File: config.mk
export PLATFORM = sky130hd
export DESIGN_NAME = song_recorder
export DESIGN_NICKNAME = d
export VERILOG_FILES = /design/src/rtl/song_recorder.sv
export SDC_FILE = /design/constraint.sdc
export NUM_CORES = 1
export LEC_CHECK = 0
export ABC_AREA = 1
export BUFFER_PORTS_ARGS = -buffer_cell sky130_fd_sc_hd__buf_2
export CAP_MARGIN = 20
export CELL_PAD_IN_SITES_DETAIL_PLACEMENT = 1
export CELL_PAD_IN_SITES_GLOBAL_PLACEMENT = 1
export CORE_ASPECT_RATIO = 0.6
export CORE_MARGIN = 3
export CORE_UTILIZATION = 42
export CTS_CLUSTER_SIZE = 24
export DETAILED_ROUTE_END_ITERATION = 8
export PLACE_DENSITY = 0.81
export REMOVE_ABC_BUFFERS = 1
export SLEW_MARGIN = 10
export SYNTH_ARGS = -nofsm -noshare
export SYNTH_HDL_FRONTEND = slang
export SYNTH_SLANG_ARGS = --single-unit
export TNS_END_PERCENT = 50
File: constraint.sdc
create_clock -name clk -period 3.5 [get_ports clk]
set_clock_uncertainty 0.2 [all_clocks]
set_input_delay 0 -clock clk [delete_from_list [all_inputs] [get_ports clk]]
set_output_delay 0 -clock clk [all_outputs]
set_load 0.01 [all_outputs]
File: src/rtl/song_recorder.sv
// Records live key input, quantised to beat ticks, into 16-bit song words for the song RAM write port.
// Optional REC_TRIM_LEAD_EN: drop leading silence so the first stored word is the first real note.
module song_recorder #(
   parameter int NOTE_AW = 7,
   parameter int MAX_DUR = 63
) (
   input  logic                 clk,
   input  logic                 reset,
   input  logic                 record,
   input  logic                 beat,
   input  logic [1:0]           song,
   input  logic                 key_valid,
   input  logic [5:0]           key_note,
   output logic                 wr_en,
   output logic [NOTE_AW+1:0]   wr_addr,
   output logic [15:0]          wr_data,
   output logic                 recording,
   output logic                 song_full,
   output logic                 rec_done
);

   localparam logic [NOTE_AW-1:0] LAST_IDX = '1;
   localparam logic [5:0]         DUR_MAX  = 6'(MAX_DUR);
   localparam logic [15:0]        END_WORD = 16'h8000;

   typedef enum logic [1:0] {S_IDLE, S_TRACK, S_COMMIT, S_TERM} state_t;

   state_t             state;
   logic               rec_q;
   logic [1:0]         song_q;
   logic [NOTE_AW-1:0] idx;
   logic [5:0]         seg_note;
   logic [5:0]         dur;

   logic [5:0] cur_in;
   logic       count_en;
   logic [5:0] dur_n;
   logic       note_chg;
   logic       do_commit;

   always_comb begin
      cur_in = key_valid ? key_note : 6'd0;
`ifdef REC_TRIM_LEAD_EN
      count_en = !((idx == '0) && (seg_note == 6'd0));
`else
      count_en = 1'b1;
`endif
      dur_n     = dur + {5'd0, beat & count_en};
      note_chg  = (cur_in != seg_note);
      // zero-length segments are never stored, whatever ends them
      do_commit = (dur_n != 6'd0) && (note_chg || (dur_n == DUR_MAX) || !record);
   end

   // The write of a COMMIT/TERM step is registered on entry so it is on the bus during that step.
   always_ff @(posedge clk or posedge reset) begin
      if (reset) begin
         state     <= S_IDLE;
         rec_q     <= 1'b0;
         song_q    <= 2'd0;
         idx       <= '0;
         seg_note  <= 6'd0;
         dur       <= 6'd0;
         wr_en     <= 1'b0;
         wr_addr   <= '0;
         wr_data   <= 16'd0;
         recording <= 1'b0;
         song_full <= 1'b0;
         rec_done  <= 1'b0;
      end else begin
         rec_q    <= record;
         wr_en    <= 1'b0;
         rec_done <= 1'b0;
         case (state)
            S_IDLE: begin
               if (record && !rec_q) begin
                  song_q    <= song;
                  idx       <= '0;
                  seg_note  <= cur_in;
                  dur       <= 6'd0;
                  song_full <= 1'b0;
                  recording <= 1'b1;
                  state     <= S_TRACK;
               end
            end
            S_TRACK: begin
               if (do_commit) begin
                  wr_en   <= 1'b1;
                  wr_addr <= {song_q, idx};
                  wr_data <= {1'b0, seg_note, dur_n, 3'b000};
                  idx     <= idx + NOTE_AW'(1);
                  dur     <= 6'd0;
                  state   <= S_COMMIT;
               end else if (!record) begin
                  wr_en    <= 1'b1;
                  wr_addr  <= {song_q, idx};
                  wr_data  <= END_WORD;
                  rec_done <= 1'b1;
                  state    <= S_TERM;
               end else begin
                  dur <= dur_n;
                  if (note_chg) seg_note <= cur_in;
               end
            end
            S_COMMIT: begin
               seg_note <= cur_in;
               dur      <= 6'd0;
               if ((idx == LAST_IDX) || !record) begin
                  if (idx == LAST_IDX) song_full <= 1'b1;
                  wr_en    <= 1'b1;
                  wr_addr  <= {song_q, idx};
                  wr_data  <= END_WORD;
                  rec_done <= 1'b1;
                  state    <= S_TERM;
               end else begin
                  state <= S_TRACK;
               end
            end
            S_TERM: begin
               recording <= 1'b0;
               state     <= S_IDLE;
            end
            default: state <= S_IDLE;
         endcase
      end
   end

endmodule

### Word level (Yosys, flattened, before mapping)

Cells that the tools add are included.

* bits in registers: 53
* bits of input ports: 13
* output and inout bits: 29
* word-level logic and storage cells: 89

* $add $sub $neg: 2
* equality and inequality tests: 15
* mux-type cells: 38
* reduce and logical (&&, ||, !) cells: 22

Operators with widths (number)
* 2-to-1 mux 16 bit: 3
* 2-to-1 mux 6 bit: 8
* case mux 6 bit (3 select lines): 2
* case mux 16 bit (2 select lines): 1
* 2-to-1 mux 9 bit: 3
* case mux 9 bit (2 select lines): 1
* 2-to-1 mux 7 bit: 2
* != test 2 bit, second input constant: 7
* case mux 7 bit (2 select lines): 1
* AND reduction 3 bit: 3
* 2-to-1 mux 1 bit: 8
* 2-to-1 mux 2 bit: 4
* case mux 1 bit (2 select lines): 4
* case mux 2 bit (4 select lines): 1
* nonzero test 2 bit: 4
* adder 7 x 1 -> 7 bit, second input constant: 1
* == test 7 bit, second input constant: 1
* adder 6 x 1 -> 6 bit: 1
* == test 6 bit, second input constant: 1
* != test 3 bit, second input constant: 2
* != test 6 bit: 1
* AND reduction 2 bit: 3
* nonzero test 6 bit: 1
* AND reduction 5 bit: 1
* other kinds (8): 13

### Depth between registers and ports, before layout

* depth in word-level cells: 7
* gate-level depth with buffers: 16
* gate-level depth less buffers: 15

### Worst setup path before layout

No wires, ideal clock.

* kind: flip-flop to flip-flop
* start: register dur[0]
* end: register wr_data[10]
* library setup time: 0.117 ns
* arrival time: 1.812 ns
* data required time: 3.183 ns
* setup slack: 1.371 ns
* cell stages (with the launch flop): 16
* path buffers: 1
* period minus slack after synthesis: 2.129 ns
* path through: dfrtp_1 ha_1 ha_1 inv_1 nand2_1 nand2_1 inv_1 nor2_1 nand2_1 nor2_4 inv_2 nand2_2 nand3_4 buf_4 nand3_1 nand2_1

* longest elaborated chain between the ends: 7
* elaborated cells between the ends (all ways): 10
* classes of those cells: 1 x add/sub; 2 x eq/ne; 2 x mux; 5 x reduce/logical

Ends and longest elaborated chain
* start, declared: RTL line 33 `logic [5:0] dur;`
* start signal, assigned: RTL line 100 `dur <= dur_n;`
* adder 6 x 1 -> 6 bit *: RTL line 48 `dur_n = dur + {5'd0, beat & count_en};`
* == test 6 bit: RTL line 51 `do_commit = (dur_n != 6'd0) && (note_chg || (dur_n == DUR_MAX) || !record);`
* logical OR 1 bit (2 in series): RTL line 51
* logical AND 1 bit *: RTL line 51
* != test 3 bit (no source line) / 2-to-1 mux 16 bit (equally long branches)
* AND reduction 3 bit (no source line) / case mux 16 bit (2 select lines) (equally long branches)
* end signal, assigned: RTL line 89 `wr_data <= {1'b0, seg_note, dur_n, 3'b000};`
* end, declared: RTL line 16 `output logic [15:0] wr_data,`

Mark *: on every way between the ends. The rest lies on a longest branch, timed or not.
A chain may end at the register's enable or synchronous reset.

### Worst setup path after layout

* start: register dur[0]
* end: register wr_data[5]

* longest elaborated chain between the ends: 7
* elaborated cells between the ends (all ways): 10
* classes of those cells: 1 x add/sub; 2 x eq/ne; 2 x mux; 5 x reduce/logical

Ends and longest elaborated chain (RTL line)
* adder 6 x 1 -> 6 bit *: 48
* == test 6 bit: 51
* logical OR 1 bit (2 in series): 51
* logical AND 1 bit: 51
* != test 3 bit (no source line) / 2-to-1 mux 16 bit (equally long branches)
* AND reduction 3 bit (no source line) / case mux 16 bit (2 select lines) (equally long branches)

Marked as above.

==> results.toml <==
[power_and_ir_drop]
p_leak_nw = 1.74
pwr-share-clk = 0.152
cellPowerDensity_nw_per_um2 = 733
pwr-share-comb = 0.494
swShare = 0.484
peakVddDrop_v = 0.000394
p_int_mw = 1.21
p_seq_frac = 0.353
power_switching_mw = 1.13

[drt]
drt_wl_total_um = 7370
vias = 2470
avgViaCountPerCell = 5.10
route.met3.wl_um = 269
drt_iter0_drc = 130
routedWlPerCell_um = 15.2
route.detailed.drc = 0
maxUsedRoutingLayer = "met4"
drt-met1-wl_um = 3780
wl_met2_um = 3290
first_pass_iters = 4
antenna_left = 0

[layout]
final_core_util = 0.516
nets = 420
area_growth_pct = 17.3
drive_gt1_frac = 0.178
diodes = 0

[clock_network]
htreeDepth = 2
clock_latency_ns = 0.31
clockRootBuffer = "clkbuf_8"
cts_setup_buffers = 0
cts.sinks = 50
tritoncts = "yes"
clk_pin_slew_worst_paths_ns = 0.10
clock_path_buffers = 2
cts_inserted_buffers = 5

[global_route]
grt_pass1_vias = 2418
grt_max_degree = 51
overflow = 0
antenna_found_initial = 0
track_usage = 0.209
grt_pass1_wl_um = 12100

[setup_path]
critPathLaunch = "dur[0]"
cp.arrival_ns = 2.78
reg2reg_from = "dur[0]"
crit_path_end_kind = "flop"
setup.worst_path.start_class = "flop"
crit_type = "flop to flop"
worstPathRequired_ns = 3.56
cp_max_fo = 11

[sta]
maxSlewViolCount = 0
fmax_mhz = 367
min_period_ns = 2.72
fin_setup_tns_ns = 0
grt_setup_unrepaired = "false"
finalHoldViolations = 0
finalSetupViolCount = 0
finalCritPeriodShare = 0.778
fin_ws_ns = 0.776
hold_ws_ns = 0.0439

[synth]
syn_area_per_cell_um2 = 7.81
muxShareOfSynthArea = 0.00826
synth_cells = 349
synth-xor-area-share = 0.00964
synth_cell_types = 31
synth-seq-cells = 50
seq_area_frac_synth = 0.459
synth-adder-area-share = 0.0367
synth_compound_area_frac = 0.0707
syn_area_um2 = 2730
yosysWarnings = 0
yosys.area_share.simple = 0.319
synth_top_family_by_area = "simple AND/OR/NAND/NOR gates"

[floorplanning]
coreArea_um2 = 6190
die_w_um = 110
core.rowCount = 22
io_pins = 42
die_h_um = 68.4
die_area_um2 = 7530
initial_core_util = 0.440

[place]
numPortBuffers = 38
place_ws_ns = 0.878
place_hpwl_um = 5010
place.gp.congestion = 0.811

[run]
max_cap_violations = 0

[worst_hold_path]
hold_class = "input pin to asynchronous set/reset pin"

[outcome]
status = "finished clean"
final timing paths:
check	slack [ns]	cells past startpoint	end
max	0.78	12	wr_data[5]
min	0.04	3	wr_addr[4]
max reg2reg	0.78	12	wr_data[5]
min reg2reg	0.28	2	wr_data[11]
max in group asynchronous	2.52	4	state[1]
min in group clk	0.09	4	dur[0]
worst max-delay path, cell delays in order, from the launching register on:
cell     delay, ns
dfrtp_1       0.43
ha_1          0.23
ha_1          0.35
nand2_1       0.08
nor2_1        0.12
nand3_1       0.11
nor2_2        0.14
inv_1         0.05
nand2_1       0.12
nand3_1       0.36
nor2_1        0.27
nand3_1       0.12
nand2_1       0.09
power groups by stage:
stage | clock network (mW) | logic, mW | registers [mW]
5_1_grt | 0.383 | 1.32 | 0.850
6_report | 0.357 | 1.16 | 0.828
3_3_place_gp | 0 | 1.09 | 0.829
2_1_floorplan | 0 | 0.723 | 0.856
4_1_cts | 0.358 | 1.16 | 0.829
3_5_place_dp | 0 | 1.13 | 0.838
cell usage in the layout, fill, tap and decap left out, types with 3 or more instances in the layout:
master | netlist | routed
o21bai_1 | 3 | 3
dfrtp_1 | 50 | 50
nand2_1 | 117 | 117
nor2_1 | 22 | 22
inv_1 | 39 | 38
nand2_2 | 3 | 3
xor2_1 | 3 | 3
a21oi_1 | 6 | 6
conb_1 | 1 | 3
clkbuf_8 | 0 | 5
dlygate4sd3_1 | 0 | 16
nand4_1 | 4 | 4
nand3_1 | 44 | 44
o21ai_2 | 7 | 7
o21ai_0 | 10 | 10
or2_2 | 3 | 3
ha_1 | 8 | 8
buf_2 | 5 | 38
synthesized netlist by cell type, drive strengths merged:
library cell | count | area [um2]
ha | 8 | 100
inv | 40 | 150
conb | 1 | 3.75
o21bai | 3 | 22.5
nor2 | 24 | 100
xor2 | 3 | 26.3
mux2 | 2 | 22.5
buf | 14 | 104
nand4 | 4 | 25.0
clkbuf | 1 | 5.00
or2 | 3 | 18.8
a22oi | 1 | 7.51
nand2 | 121 | 469
o31ai | 1 | 7.51
a31o | 1 | 8.76
nand3 | 46 | 248
o21ai | 18 | 116
nor3 | 2 | 10.0
a21oi | 6 | 30.0
dfrtp | 50 | 1250
state kept, by name (all words and copies together) (netlist names), 2 cells and up:
name / count
seg_note: 6
idx: 7
wr_data: 13
wr_addr: 9
dur: 6
song_q: 2
state: 2
metrics by stage:
step                      total power [mW]  std cells  area, um2
after detailed placement              1.97        459       2930
after CTS                             2.34        483       3180
after global routing                  2.55        484       3200
final                                 2.34        484       3200
after global placement                1.92        459       2930
after floorplan                       1.58        336       2630
metal layers:
metal | vias to the layer above | GRT usage
li1 | 1194 | -
met1 | 1232 | 0.305
met2 | 38 | 0.323
met3 | 6 | 0.0434
met4 | 0 | 0.0342
met5 | - | 0
cell families after synthesis:
kind of cell	count (synthesis)
simple gates	200
buf+inv	55
flops	50
compound gates	30
fa+ha+maj	8
xor+xnor	3
mux	2
other cells	1
cell type report:
type	instances	area, um2
clock buffers	5	68.8
clock inverters	3	21.3
fillers	795	3000
inverters	40	150
multi-input cells	246	1220
flip-flops and latches	50	1250
well taps	84	105
repair buffers	56	378
what timing repair did:
| item | 4_1_cts | 5_1_grt |
|---|---|---|
| gates resized for setup | 0 | 0 |
| hold buffers | 16 | 0 |
| endpoints found under the hold margin | 60 | 0 |
No activity file was read; power rests on OpenSTA's default activity.
